## src/rtl/text_pkg.sv

```systemverilog
// Shared types and ASCII codes for the text-mode cursor writer.
// Pure declarations: no latency, no flow control of its own.
package text_pkg;

  typedef enum logic [1:0] {
    INIT_CLEAR,
    IDLE,
    LINE_CLEAR
  } state_t;

  localparam logic [7:0] SPACE    = 8'h20;
  localparam logic [7:0] BS       = 8'h08;
  localparam logic [7:0] CR       = 8'h0D;
  localparam logic [7:0] LF       = 8'h0A;
  localparam logic [7:0] PRINT_LO = 8'h20;
  localparam logic [7:0] PRINT_HI = 8'h7E;

endpackage

```

## src/rtl/text_addr_calc.sv

```systemverilog
// Maps (top_row, logical row, col) to a linear character RAM address.
// Purely combinational, zero latency, no backpressure; wraps the row without a divider.
module text_addr_calc #(
  parameter int COLS   = 70,
  parameter int ROWS   = 30,
  parameter int ADDR_W = $clog2(COLS*ROWS),
  parameter int ROW_W  = $clog2(ROWS),
  parameter int COL_W  = $clog2(COLS)
) (
  input  logic [ROW_W-1:0]  top_row,
  input  logic [ROW_W-1:0]  row,
  input  logic [COL_W-1:0]  col,
  output logic [ADDR_W-1:0] addr
);

  localparam int SUM_W = ROW_W + 1;

  logic [SUM_W-1:0] sum;
  logic [ROW_W-1:0] phys_row;

  always_comb begin
    sum = {1'b0, top_row} + {1'b0, row};
    // Both operands are < ROWS, so one conditional subtract is a full modulo.
    if (sum >= SUM_W'(ROWS)) begin
      phys_row = ROW_W'(sum - SUM_W'(ROWS));
    end else begin
      phys_row = sum[ROW_W-1:0];
    end
    addr = ADDR_W'(phys_row) * ADDR_W'(COLS) + ADDR_W'(col);
  end

endmodule

```

## src/rtl/text_cursor_writer.sv

```systemverilog
// Turns ASCII keystrokes into character RAM writes with cursor, wrap and circular scroll.
// Writes appear one cycle after acceptance; in_ready is low while the screen or a scrolled-in line is being cleared.
module text_cursor_writer
  import text_pkg::*;
#(
  parameter int COLS   = 70,
  parameter int ROWS   = 30,
  parameter int ADDR_W = $clog2(COLS*ROWS)
) (
  input  logic                     mainclk,
  input  logic                     reset,
  input  logic                     in_valid,
  input  logic [7:0]               in_ascii,
  output logic                     in_ready,
  output logic                     wr_en,
  output logic [ADDR_W-1:0]        wr_addr,
  output logic [7:0]               wr_data,
  output logic [$clog2(ROWS)-1:0]  cursor_row,
  output logic [$clog2(COLS)-1:0]  cursor_col,
  output logic [$clog2(ROWS)-1:0]  top_row
);

  localparam int ROW_W = $clog2(ROWS);
  localparam int COL_W = $clog2(COLS);
  localparam logic [COL_W-1:0]  LAST_COL  = COL_W'(COLS-1);
  localparam logic [ROW_W-1:0]  LAST_ROW  = ROW_W'(ROWS-1);
  localparam logic [ADDR_W-1:0] LAST_CELL = ADDR_W'(ROWS*COLS-1);

  state_t            state, state_nxt;
  logic [ROW_W-1:0]  row_nxt, top_nxt, calc_row;
  logic [COL_W-1:0]  col_nxt, calc_col, clr_col, clr_col_nxt;
  logic [ADDR_W-1:0] clr_cnt, clr_cnt_nxt, calc_addr, wr_addr_nxt;
  logic              wr_en_nxt, newline;
  logic [7:0]        wr_data_nxt;

  // In LINE_CLEAR the cursor sits on the last row and top_row has already
  // advanced, so (top_row, cursor_row) lands on the old top physical row.
  text_addr_calc #(
    .COLS   (COLS),
    .ROWS   (ROWS),
    .ADDR_W (ADDR_W)
  ) u_addr_calc (
    .top_row (top_row),
    .row     (calc_row),
    .col     (calc_col),
    .addr    (calc_addr)
  );

  assign in_ready    = (state == IDLE);
  assign wr_addr_nxt = (state == INIT_CLEAR) ? clr_cnt : calc_addr;

  always_comb begin
    state_nxt   = state;
    row_nxt     = cursor_row;
    col_nxt     = cursor_col;
    top_nxt     = top_row;
    clr_cnt_nxt = clr_cnt;
    clr_col_nxt = clr_col;
    wr_en_nxt   = 1'b0;
    wr_data_nxt = SPACE;
    calc_row    = cursor_row;
    calc_col    = cursor_col;
    newline     = 1'b0;
    case (state)
      INIT_CLEAR: begin
        wr_en_nxt   = 1'b1;
        clr_cnt_nxt = clr_cnt + ADDR_W'(1);
        if (clr_cnt == LAST_CELL) state_nxt = IDLE;
      end
      LINE_CLEAR: begin
        wr_en_nxt   = 1'b1;
        calc_col    = clr_col;
        clr_col_nxt = clr_col + COL_W'(1);
        if (clr_col == LAST_COL) state_nxt = IDLE;
      end
      IDLE: begin
        if (in_valid) begin
          if (in_ascii >= PRINT_LO && in_ascii <= PRINT_HI) begin
            wr_en_nxt   = 1'b1;
            wr_data_nxt = in_ascii;
            if (cursor_col < LAST_COL) begin
              col_nxt = cursor_col + COL_W'(1);
            end else begin
              col_nxt = '0;
              newline = 1'b1;
            end
          end else if (in_ascii == CR || in_ascii == LF) begin
            col_nxt = '0;
            newline = 1'b1;
          end else if (in_ascii == BS) begin
            // Backspace erases at the destination, never past the home position.
            if (cursor_col != '0) begin
              col_nxt   = cursor_col - COL_W'(1);
              calc_col  = cursor_col - COL_W'(1);
              wr_en_nxt = 1'b1;
            end else if (cursor_row != '0) begin
              row_nxt   = cursor_row - ROW_W'(1);
              col_nxt   = LAST_COL;
              calc_row  = cursor_row - ROW_W'(1);
              calc_col  = LAST_COL;
              wr_en_nxt = 1'b1;
            end
          end
          if (newline) begin
            if (cursor_row < LAST_ROW) begin
              row_nxt = cursor_row + ROW_W'(1);
            end else begin
              top_nxt     = (top_row == LAST_ROW) ? '0 : top_row + ROW_W'(1);
              clr_col_nxt = '0;
              state_nxt   = LINE_CLEAR;
            end
          end
        end
      end
      default: state_nxt = INIT_CLEAR;
    endcase
  end

  always_ff @(posedge mainclk) begin
    if (reset) begin
      state      <= INIT_CLEAR;
      cursor_row <= '0;
      cursor_col <= '0;
      top_row    <= '0;
      clr_cnt    <= '0;
      clr_col    <= '0;
      wr_en      <= 1'b0;
      wr_addr    <= '0;
      wr_data    <= '0;
    end else begin
      state      <= state_nxt;
      cursor_row <= row_nxt;
      cursor_col <= col_nxt;
      top_row    <= top_nxt;
      clr_cnt    <= clr_cnt_nxt;
      clr_col    <= clr_col_nxt;
      wr_en      <= wr_en_nxt;
      wr_addr    <= wr_addr_nxt;
      wr_data    <= wr_data_nxt;
    end
  end

endmodule

```

## config.mk

```make
export PLATFORM = sky130hd
export DESIGN_NAME = text_cursor_writer
export DESIGN_NICKNAME = d
export VERILOG_FILES = /design/src/rtl/text_pkg.sv /design/src/rtl/text_addr_calc.sv /design/src/rtl/text_cursor_writer.sv
export SDC_FILE = /design/constraint.sdc
export NUM_CORES = 1
export LEC_CHECK = 0
export ABC_AREA = 1
export BUFFER_PORTS_ARGS = -buffer_cell sky130_fd_sc_hd__buf_2
export CAP_MARGIN = 20
export CORE_ASPECT_RATIO = 1.1
export CORE_MARGIN = 2
export CORE_UTILIZATION = 30
export CTS_CLUSTER_SIZE = 30
export DETAILED_ROUTE_END_ITERATION = 16
export MAX_ROUTING_LAYER = met4
export PLACE_DENSITY = 0.53
export REMOVE_ABC_BUFFERS = 1
export SETUP_SLACK_MARGIN = 0.3
export SLEW_MARGIN = 0
export SYNTH_ARGS = -nofsm -noshare
export SYNTH_HDL_FRONTEND = slang
export SYNTH_HIERARCHICAL = 1
export SYNTH_SLANG_ARGS = --single-unit
```

## constraint.sdc

```tcl
create_clock -name mainclk -period 12.55 [get_ports mainclk]
set_input_delay 0.6275 -clock mainclk [delete_from_list [all_inputs] [get_ports mainclk]]
set_output_delay 0.6275 -clock mainclk [all_outputs]
set_load 0.03 [all_outputs]
```

==> impl_metrics.ini <==
[status]
status = complete, no violations

[pwr]
clock_power_share_pct = 30.5
p_switching_w = 0.000343
pwr_density_cell_nw_per_um2 = 147
swShare_pct = 42.2
combPwrFrac_pct = 40.8
p_seq_share_pct = 28.7
intPower_w = 0.000471
ir_worst_vdd_v = 0.000137
power_w = 0.000814
power_leakage_nw = 2.67

[timing]
hold_viol = 0
setup_violations = 0
tightest_slew_ns = 0.936
post-route-min-period_ns = 6.25
slew_viol_final = 0
clock_skew_ns = 0.00736
rsz0062_at_grt = false
maxSlewHeadroom_pct = 37.6
max_freq_mhz = 160
tns_ns = 0
worst_hold_slack_ns = 0.504
post-route-period-util_pct = 49.8

[drt]
drcViolationCount = 0
wire_per_inst_microns = 13.2
drt_iter0_markers = 235
routed_via_density = 4.83
vias = 4605
ant_nets = 0
drt_wl_total_mm = 12.6
drt_first_pass_iters = 5

[finish]
antenna_cells = 0
layout-drive-gt1-share_pct = 15.5
multiInputGateArea_sq_um = 3220
nets = 795
syn_to_final_growth_pct = 13.3
seqCellArea_sq_um = 1180
finalNonFillerCells = 954
fill_cells = 1769

[synthesis]
synth_compound_area_share_pct = 15.5
synth_top_family_by_area = simple AND/OR/NAND/NOR gates
ys_warn_count = 6
yosysTopAreaCellShare_pct = 24.1
yosysTopAreaCell = dfxtp_1
synth_xor_xnor_area_share_pct = 5.00
synthSimpleGateAreaFrac_pct = 34.6
synthMuxAreaShare_pct = 0
synth_ff_type = dfxtp_1
synth_enable_flop_cells = 0
async_flop_share_pct = 0
ys_seq_area_share_pct = 24.1
synthTopCellsByArea = dfxtp_1, nand2_1, ha_1
synth_adder_area_share_pct = 10.4
syn_area_sq_um = 4900
synthCells = 707
synth_area_per_cell_sq_um = 6.93
ys_ff_latch = 59
synth.distinct_cells = 49

[clock_network]
cts_resized = 0
clk_pin_slew_ns = 0.05
cts_root_buf = clkbuf_16
ctsHoldBuffers = 0
tritoncts = yes
cts_made_buffers = 9
clkLatencyLatePin_ns = 0.34
cts.path.max_buffers = 2
htreeDepth = 3
clock_sinks = 59
post-cts-setup-buffer-count = 0

[setup_path]
cp.arrival_ns = 6.52
critical_path.max_stage_delay_ns = 0.73
cpMostUsedCell = nand2_1
critPathMaxFanout = 25
crit_slowest_cell = inv_1
cp-start-kind = flip-flop
required_ns = 12.82
endpoint_kind = flip-flop
crit_type = reg -> reg
r2r_slack_ns = 6.30

[place]
placedCellCount = 938
gp_congestion = 0.877
portBuffers = 49
hpwl_mm = 9.47

[hold_path]
hold_class = reg -> reg

[floorplan]
ios = 50
start_util_pct = 30.3
dieArea_sq_um = 17400
row_count = 49
core_sq_um = 16200
die_x_microns = 126
die_h_microns = 138

[global_route]
grt_pass1_wl_mm = 21.0
first_global_vias = 4292
grt_overflow = 0
grt_use_total_pct = 15.3
grt_antenna_before_repair = 0
grt_max_degree = 31

[job]
drv_cap = 0
==> final cells by class <==
class	count	share of cell area (%)
clock buffer	11	4.37
clock inverter	5	0.946
inverter	94	6.35
multi-input combinational	531	57.9
sequential	59	21.3
tap	204	4.60
timing repair buffer	50	4.55
==> through the flow <==
stage,setup WS [ns],cell area [sq um],utilization [%]
global route,5.63,5550,34.3
CTS,6.34,5550,34.3
finish,6.30,5550,34.3
global placement,6.34,5260,32.5
detailed placement,6.31,5260,32.5
floorplan,6.98,4750,-
==> flip-flops by register name (all words and copies together), names as in the netlist <==
| register | count |
|---|---|
| clr_cnt | 12 |
| wr_addr | 12 |
| wr_data | 8 |
| clr_col | 7 |
| cursor_col | 7 |
| cursor_row | 5 |
| top_row | 5 |
| state | 2 |
| wr_en | 1 |
==> power by group through the flow <==
stage / registers, W / clock network (W) / logic [W]
after floorplan: 0.000262 / 0 / 0.000221
after global placement: 0.000238 / 0 / 0.000335
after detailed placement: 0.000238 / 0 / 0.000332
after CTS: 0.000234 / 0.000257 / 0.000334
after global routing: 0.000238 / 0.000264 / 0.000376
final: 0.000234 / 0.000248 / 0.000332
==> path summary, 6_finish.rpt <==
check,start,to,cells after the start
worst min-delay path,clr_cnt[0]$_SDFFE_PP0P_,clr_cnt[0]$_SDFFE_PP0P_,2
worst max register to register,state[1]$_SDFFE_PP0P_,wr_addr[11]$_SDFF_PP0_,33
worst min register to register,clr_cnt[0]$_SDFFE_PP0P_,clr_cnt[0]$_SDFFE_PP0P_,2
worst max-delay path,state[1]$_SDFFE_PP0P_,wr_addr[11]$_SDFF_PP0_,33
==> routing by layer <==
layer  vias up  routed length [microns]  track usage (%)  part of all wire, %
met1      2050                     5810             18.9                   46
met3        19                      640             3.44                  5.1
li1       2421                        -                -                    -
met4         0                      257             5.90                  2.0
met5         -                        0                -                    0
met2       115                     5850             24.1                   47
==> cells in the final DEF (no fill, tap or decap), types with 2 or more instances in the layout <==
master     instances
nand2_1          142
inv_1             88
nand3_1           68
dfxtp_1           59
nor2_1            55
a21oi_1           51
buf_2             49
ha_1              36
o21ai_0           35
xor2_1            22
nand4_1           14
nor3_1            14
a31oi_1            9
clkbuf_16          9
o21ai_1            7
nor2_4             6
nand2_4            6
inv_2              6
a221oi_1           6
nand2_2            6
xnor2_1            6
a22oi_1            5
nor2_2             4
o211ai_1           4
nand2_8            4
nand3_2            4
nand3_4            3
nor3_2             3
clkinv_2           3
fa_1               3
a21oi_4            2
==> cells in the mapped netlist (7+ instances only) <==
cell type / number
nand2_1: 142
inv_1: 88
nand3_1: 68
dfxtp_1: 59
nor2_1: 55
a21oi_1: 51
ha_1: 36
o21ai_0: 35
xor2_1: 22
nand4_1: 14
nor3_1: 14
clkbuf_1: 10
a31oi_1: 9
o21ai_1: 7
==> cell families (layout without fill, tap and decap cells) <==
kind of cell               after synthesis  after routing
xor gates and xnor gates                28             28
DFF                                     59             59
buffers and inverters                  117            160
other                                    1              1
AOI/OAI and AO/OA                      128            128
adders and majority gates               39             39
and+or+nand+nor                        335            335
==> critical path: cells and delay by family, from the launching register on <==
family / cells / cell delay, ns
AND/OR/NAND/NOR: 18 / 2.09
adder cells (fa/ha/maj): 5 / 1.82
buffers and inverters: 4 / 0.94
AO/OA/AOI/OAI: 5 / 0.84
flip-flops: 1 / 0.32
XOR/XNOR: 1 / 0.15
No activity file was read; power rests on OpenSTA's default activity.
